### src/rtl/mem_load_arbiter.sv
// mem_load_arbiter: shares the unified instruction/data memory port between the
// RISC-V core (run mode) and the board-side loader (load mode). While loading,
// the core is held in reset. The loader sequences address and data phases, and
// the address auto-increments after each write. On exit, a timed release window
// runs before the core is let out of reset.
// Optional build macro: LOAD_CHECKSUM_EN adds ld_csum, a running sum of every
// word written in the current load session.
module mem_load_arbiter #(
   parameter int ADDR_W      = 32,
   parameter int DATA_W      = 32,
   parameter int MEM_WORDS   = 64,
   parameter int RELEASE_CYC = 4
) (
   input  logic              clk,
   input  logic              reset,
   input  logic              ext_sel,
   input  logic              ext_addr_vld,
   input  logic              ext_data_vld,
   input  logic              ext_we,
   input  logic [DATA_W-1:0] ext_wdata,
   output logic [DATA_W-1:0] ext_rdata,
   output logic              ext_rvalid,
   output logic              ext_err,
   input  logic [ADDR_W-1:0] cpu_adr,
   input  logic [DATA_W-1:0] cpu_wdata,
   input  logic              cpu_we,
   output logic [DATA_W-1:0] cpu_rdata,
   output logic              cpu_rst_n,
   output logic [ADDR_W-1:0] mem_adr,
   output logic [DATA_W-1:0] mem_wdata,
   output logic              mem_we,
   input  logic [DATA_W-1:0] mem_rdata,
   output logic [15:0]       load_cnt,
   output logic              mode_load
`ifdef LOAD_CHECKSUM_EN
   ,
   output logic [DATA_W-1:0] ld_csum
`endif
);

   localparam int RC_W = (RELEASE_CYC > 2) ? $clog2(RELEASE_CYC) : 1;
   localparam logic [RC_W-1:0]   RC_LAST    = RC_W'(RELEASE_CYC - 1);
   localparam logic [ADDR_W:0]   ADDR_LIMIT = (ADDR_W + 1)'(MEM_WORDS * 4);
   localparam logic [ADDR_W-1:0] WORD_MASK  = ~(ADDR_W'(3));

   typedef enum logic [1:0] {
      ST_RUN  = 2'd0,
      ST_LOAD = 2'd1,
      ST_REL  = 2'd2
   } state_t;

   state_t            r_state;
   state_t            w_state_nxt;
   logic [RC_W-1:0]   r_rel_cnt;
   logic [ADDR_W-1:0] r_addr;
   logic [DATA_W-1:0] r_rdata;
   logic              r_rvalid;
   logic              r_err;
   logic [15:0]       r_load_cnt;

   logic              w_enter_load;
   logic              w_mode_chg;
   logic              w_active;
   logic              w_in_range;
   logic              w_dphase;
   logic              w_wr;
   logic              w_rd;
   logic              w_err_set;

   // Next state, port ownership and core reset.
   always_comb begin
      w_state_nxt  = r_state;
      mode_load    = (r_state == ST_LOAD);
      cpu_rst_n    = 1'b0;
      w_enter_load = 1'b0;
      case (r_state)
         ST_RUN: begin
            cpu_rst_n = 1'b1;
            if (ext_sel) begin
               w_state_nxt  = ST_LOAD;
               cpu_rst_n    = 1'b0;
               w_enter_load = 1'b1;
            end
         end
         ST_LOAD: begin
            if (!ext_sel) w_state_nxt = ST_REL;
         end
         ST_REL: begin
            if (ext_sel)                     w_state_nxt = ST_LOAD;
            else if (r_rel_cnt == RC_LAST)   w_state_nxt = ST_RUN;
         end
         default: w_state_nxt = ST_LOAD;
      endcase
      w_mode_chg = ((w_state_nxt == ST_LOAD) != (r_state == ST_LOAD));
   end

   // Loader access decode. Accesses are only honoured while the loader keeps
   // ext_sel high, so a strobe in the exit cycle cannot write during handover.
   always_comb begin
      w_active   = (r_state == ST_LOAD) && ext_sel;
      w_in_range = ({1'b0, r_addr} < ADDR_LIMIT);
      w_dphase   = w_active && ext_data_vld && !ext_addr_vld;
      w_wr       = w_dphase && ext_we && w_in_range;
      w_rd       = w_dphase && !ext_we && w_in_range;
      w_err_set  = w_active && ext_data_vld && (ext_addr_vld || !w_in_range);
   end

   // Memory port multiplexer; no write is allowed in a cycle where ownership flips.
   always_comb begin
      if (mode_load) begin
         mem_adr   = r_addr;
         mem_wdata = ext_wdata;
         mem_we    = w_wr && !w_mode_chg;
      end else begin
         mem_adr   = cpu_adr;
         mem_wdata = cpu_wdata;
         mem_we    = cpu_we && !w_mode_chg;
      end
   end

   assign cpu_rdata  = mem_rdata;
   assign ext_rdata  = r_rdata;
   assign ext_rvalid = r_rvalid;
   assign ext_err    = r_err;
   assign load_cnt   = r_load_cnt;

   // State register and release window counter.
   always_ff @(posedge clk or negedge reset) begin
      if (!reset) begin
         r_state   <= ST_LOAD;
         r_rel_cnt <= '0;
      end else begin
         r_state <= w_state_nxt;
         if (r_state == ST_REL) r_rel_cnt <= r_rel_cnt + 1'b1;
         else                   r_rel_cnt <= '0;
      end
   end

   // Loader datapath: address pointer, read-back, error flag and word counter.
   always_ff @(posedge clk or negedge reset) begin
      if (!reset) begin
         r_addr     <= '0;
         r_rdata    <= '0;
         r_rvalid   <= 1'b0;
         r_err      <= 1'b0;
         r_load_cnt <= '0;
      end else begin
         r_rvalid <= w_rd;
         if (w_active && ext_addr_vld)
            r_addr <= ADDR_W'(ext_wdata) & WORD_MASK;
         else if (w_wr)
            r_addr <= r_addr + ADDR_W'(4);
         if (w_rd) r_rdata <= mem_rdata;
         if (w_enter_load || ((r_state == ST_REL) && ext_sel))
            r_err <= 1'b0;
         else if (w_err_set)
            r_err <= 1'b1;
         if (w_enter_load)
            r_load_cnt <= '0;
         else if (w_wr && (r_load_cnt != 16'hFFFF))
            r_load_cnt <= r_load_cnt + 16'd1;
      end
   end

`ifdef LOAD_CHECKSUM_EN
   logic [DATA_W-1:0] r_csum;
   assign ld_csum = r_csum;

   // Session checksum of successfully written words.
   always_ff @(posedge clk or negedge reset) begin
      if (!reset)            r_csum <= '0;
      else if (w_enter_load) r_csum <= '0;
      else if (w_wr)         r_csum <= r_csum + ext_wdata;
   end
`endif

endmodule

### config.mk
export PLATFORM = sky130hd
export DESIGN_NAME = mem_load_arbiter
export DESIGN_NICKNAME = d
export VERILOG_FILES = /design/src/rtl/mem_load_arbiter.sv
export SDC_FILE = /design/constraint.sdc
export NUM_CORES = 1
export LEC_CHECK = 0
export ABC_AREA = 1
export CORE_ASPECT_RATIO = 1.1
export CORE_UTILIZATION = 35
export DETAILED_ROUTE_END_ITERATION = 8
export PLACE_DENSITY = 0.72
export SLEW_MARGIN = 5
export SYNTH_ARGS = -nofsm -noshare
export SYNTH_HDL_FRONTEND = slang
export SYNTH_SLANG_ARGS = --single-unit
### constraint.sdc
create_clock -name clk -period 2.2 [get_ports clk]
set_input_delay 0.22 -clock clk [delete_from_list [all_inputs] [get_ports clk]]
set_output_delay 0.22 -clock clk [all_outputs]
set_load 0.05 [all_outputs]
==> reports/metrics.sh <==
CP_TOP_FAMILY='simple AND/OR/NAND/NOR gates'
TOTAL_LEAKAGE_POWER_uW=0.004252
SETUP_TNS_PS=0
SYN-INSTANCE-COUNT=745
ARRIVAL_TIME_AT_THE_WORST_ENDPOINT_PS=1930
PATH_BUF_INV=3
WORST_PIN_SLEW_PS=709.0
H-TREE-DEPTH=3
MET2_WIRELENGTH_UM=8193
FINALNONFILLERCELLS=1195
NUMBER_OF_DIODES=0
FIN_CRIT_SH=0.9778
PLACE.DETAILED.INSTANCES=1172
DETAIL_ROUTE.WIRELENGTH.MET1_UM=7157
GRT_MAX_DEGREE=53
CLOCK_SKEW_PS=8.114
POST-PLACE-WS_PS=259.9
GRT.OVERFLOW.TOTAL=0
SYNTHESIS.YOSYS.WARNINGS=0
LAYOUT-DRIVE-GT1-SHARE=0.1311
CTS_BUFFER_DEPTH=2
ROUTED_WIRELENGTH_UM=16920
SEQ_AREA_FRAC_SYNTH=0.4113
GRT_PASS1_VIAS=5218
CRIT_SLOWEST_CELL='dfstp_2'
CRIT_REQUIRED_PS=1980
PLACEMENT.IO_BUFFERS=283
POST_SYNTH_MAIN_AREA_CONTRIBUTORS='dfrtp_1 (41%), nand2_1 (27%), o21ai_0 (6.0%), buf_4 (5.0%), inv_1 (3.4%)'
ANTENNA_VIOLATING_NETS_POST_ROUTE=0
DESIGN.FINAL.NETS=1140
FLOW.AREA_GROWTH_FROM_SYNTHESIS_PCT=64.91
SYNTHARSTFLOPSHARE=1.000
DRTPASS1ITERATIONS=5
SYNTHDISTINCTLIBCELLS=30
PATH_MAX_FANOUT=4
CP_SLOWEST_STAGE_DELAY_PS=570
CLOCK-ROOT-BUFFER='clkbuf_16'
TIMING.CRITICAL_PATH.CELLS='inv_2 -> nor2_4 -> buf_6 -> nand3_4 -> nor3_4 -> nand2_2 -> nand2_2 -> buf_12'
CTS_SINKS=84
HOLD_CLASS='reg -> reg'
MAX_SLEW_MARGIN=0.5273
WORST_SETUP_HOLD_PATH_CLK_SLEW_PS=70
ENDPOINT_KIND='primary output'
SYNTH.MOST_COMMON_CELL='nand2_1'
GRT.TOTAL_USAGE=0.2311
PLACEABLECOREAREA_MM2=0.01402
ROUTED_VIA_DENSITY=4.633
DIE-HEIGHT_UM=128.8
POWER_uW=5930
TRITONCTS='done'
STATUS='completed'
SYN_AREA_PER_CELL_UM2=6.864
PLACE_CONGESTION=0.8605
INITIAL_UTILIZATION=0.3647
CRITICAL_PATH.STARTPOINT_TYPE='flip-flop'
STD_CELL_ROWS=45
DP_HPWL_UM=12720
CP_COMMON_CELL='nand2_2'
UNREPAIRED_SETUP_ENDPOINTS_AFTER_GLOBAL_ROUTING='yes'
SYNTH_COMMON_CELLS='nand2_1 (366), dfrtp_1 (83), o21ai_0 (61)'
ROUTED-VIA-COUNT=5537
TOP_SIGNAL_LAYER_USED='met4'
MET3_LENGTH_UM=1346
DETAIL_ROUTE.DRC_VIOLATIONS=0
IO_PINS=284
SYNTH_TOP_CELL_BY_AREA='dfrtp_1'
MAPPEDNETLISTNETS=883
GRT_ANTENNA_BEFORE_REPAIR=0
FMAX_MHz=464.9
LAYOUT_MIN_CYCLE_TIME_PS=2151
ROUTED_WIRE_LENGTH_PER_INSTANCE_UM=14.16
SMALLEST_SETUP_SLACK_AFTER_LAYOUT_PS=48.94
CLK_LATENCY_PS=350
STARTING_DRC_COUNT_IN_DETAILED_ROUTING=305
DIE-WIDTH_UM=117.3
FINALSETUPVIOLATIONS=0
TIMING_MAX_TRANSITION_VIOLATIONS_FINAL=0
FIN_UTIL=0.6015
GRT_PASS1_WL_UM=26420
TRITONCTS.NUM_BUFFERS=9
POST_SYNTH_INSTANCE_AREA_MM2=0.005114
VDD_IR_DROP_MAX_V=0.0003428
POWER_PER_CELL_AREA_mW_PER_MM2=703.2
CAP_VIOL_MAX_COUNT=0
FP.DIEAREA_MM2=0.01510
CRITICAL_PATH_CLASS='reg -> out'
SYNTH_FLOP_CELL='dfrtp_1'
SYNTH-EDFF-COUNT=0
POSTSYNTHREGISTERBITS=84
HOLD_VIOLATIONS=0
YOSYSTOPAREACELLSHARE=0.4062
[through the flow]
step,area (µm²),hold WS (ps)
2_1_floorplan,5114,-75.59
6_report,8433,429.6
5_1_grt,8433,434.5
3_5_place_dp,7959,319.7
3_3_place_gp,7959,307.6
4_1_cts,8362,420.9
[report_power, final]
| part | leakage (µW) | switching, µW | internal (µW) |
|---|---|---|---|
| clock | 0.000173 | 641 | 1230 |
| sequential | 0.00111 | 134 | 1700 |
| combinational | 0.00297 | 1380 | 854 |
| total | 0.00425 | 2150 | 3780 |
[cell families after synthesis]
family	count (synthesis)	share of synthesized area
AO/OA/AOI/OAI	68	0.06802
XOR/XNOR	12	0.02055
adder cells (fa/ha/maj)	3	0.007341
buffers and inverters	111	0.1174
flip-flops	84	0.4113
AND/OR/NAND/NOR	467	0.3753
[metal layers]
| layer | vias up | track usage |
|---|---|---|
| li1 | 2800 | - |
| met1 | 2512 | 0.2889 |
| met2 | 209 | 0.3768 |
| met3 | 16 | 0.07442 |
| met4 | 0 | 0.07223 |
| met5 | - | 0 |
[registers in the layout (all words and copies together) (netlist names)]
name / flops
r_addr: 30
r_rel_cnt: 2
ext_rdata: 32
ext_err: 1
ext_rvalid: 1
load_cnt: 16
r_state: 2
[cells in the final DEF (no fill, tap or decap), types with 2 or more instances in the layout]
cell type        instances
o21bai_1                 2
buf_6                    2
nand2_1                364
nand3_2                  2
inv_4                    2
buf_4                   73
buf_12                  18
a21oi_1                  3
nand4_1                 10
o21ai_1                 10
o21ai_0                 50
dfrtp_1                 83
nand2_2                  4
nor2_4                   4
xor2_1                  10
clkbuf_16               10
nand3_1                 30
nor2_2                   3
bufinv_16                4
nor2_1                  43
nand3_4                  2
nor3_1                   2
xnor2_1                  2
o21ai_2                  2
ha_1                     3
clkdlybuf4s50_1        214
inv_1                   45
[worst paths after layout]
check / from / end / slack (ps) / cells past startpoint
max: r_state[0] / mem_we / 50 / 8
max reg2reg: r_state[0] / load_cnt[4] / 180 / 9
min: r_rel_cnt[0] / r_rel_cnt[0] / 430 / 1
min in group asynchronous: reset / r_addr[11] / 460 / 2
min reg2reg: r_rel_cnt[0] / r_rel_cnt[0] / 430 / 1
max in group asynchronous: reset / ext_rvalid / 1110 / 3
[layout make-up]
class,count,area (µm²)
Multi-Input combinational cell,550,2436
Tap cell,188,235.2
Timing Repair Buffer,309,3108
Fill cell,1276,5587
Inverter,48,185.2
Sequential cell,84,2103
Clock buffer,10,229.0
Clock inverter,6,136.4
[timing repair]
item | CTS | global route
hold buffers | 1 | 0
gates cloned | 0 | 1
pin swaps | 1 | 3
setup buffers | 2 | 3
gates resized for setup | 6 | 6
hold endpoints to repair | 50 | 0
setup endpoints to repair | 14 | 33
Note: power is estimated with default switching activity, not from simulation.
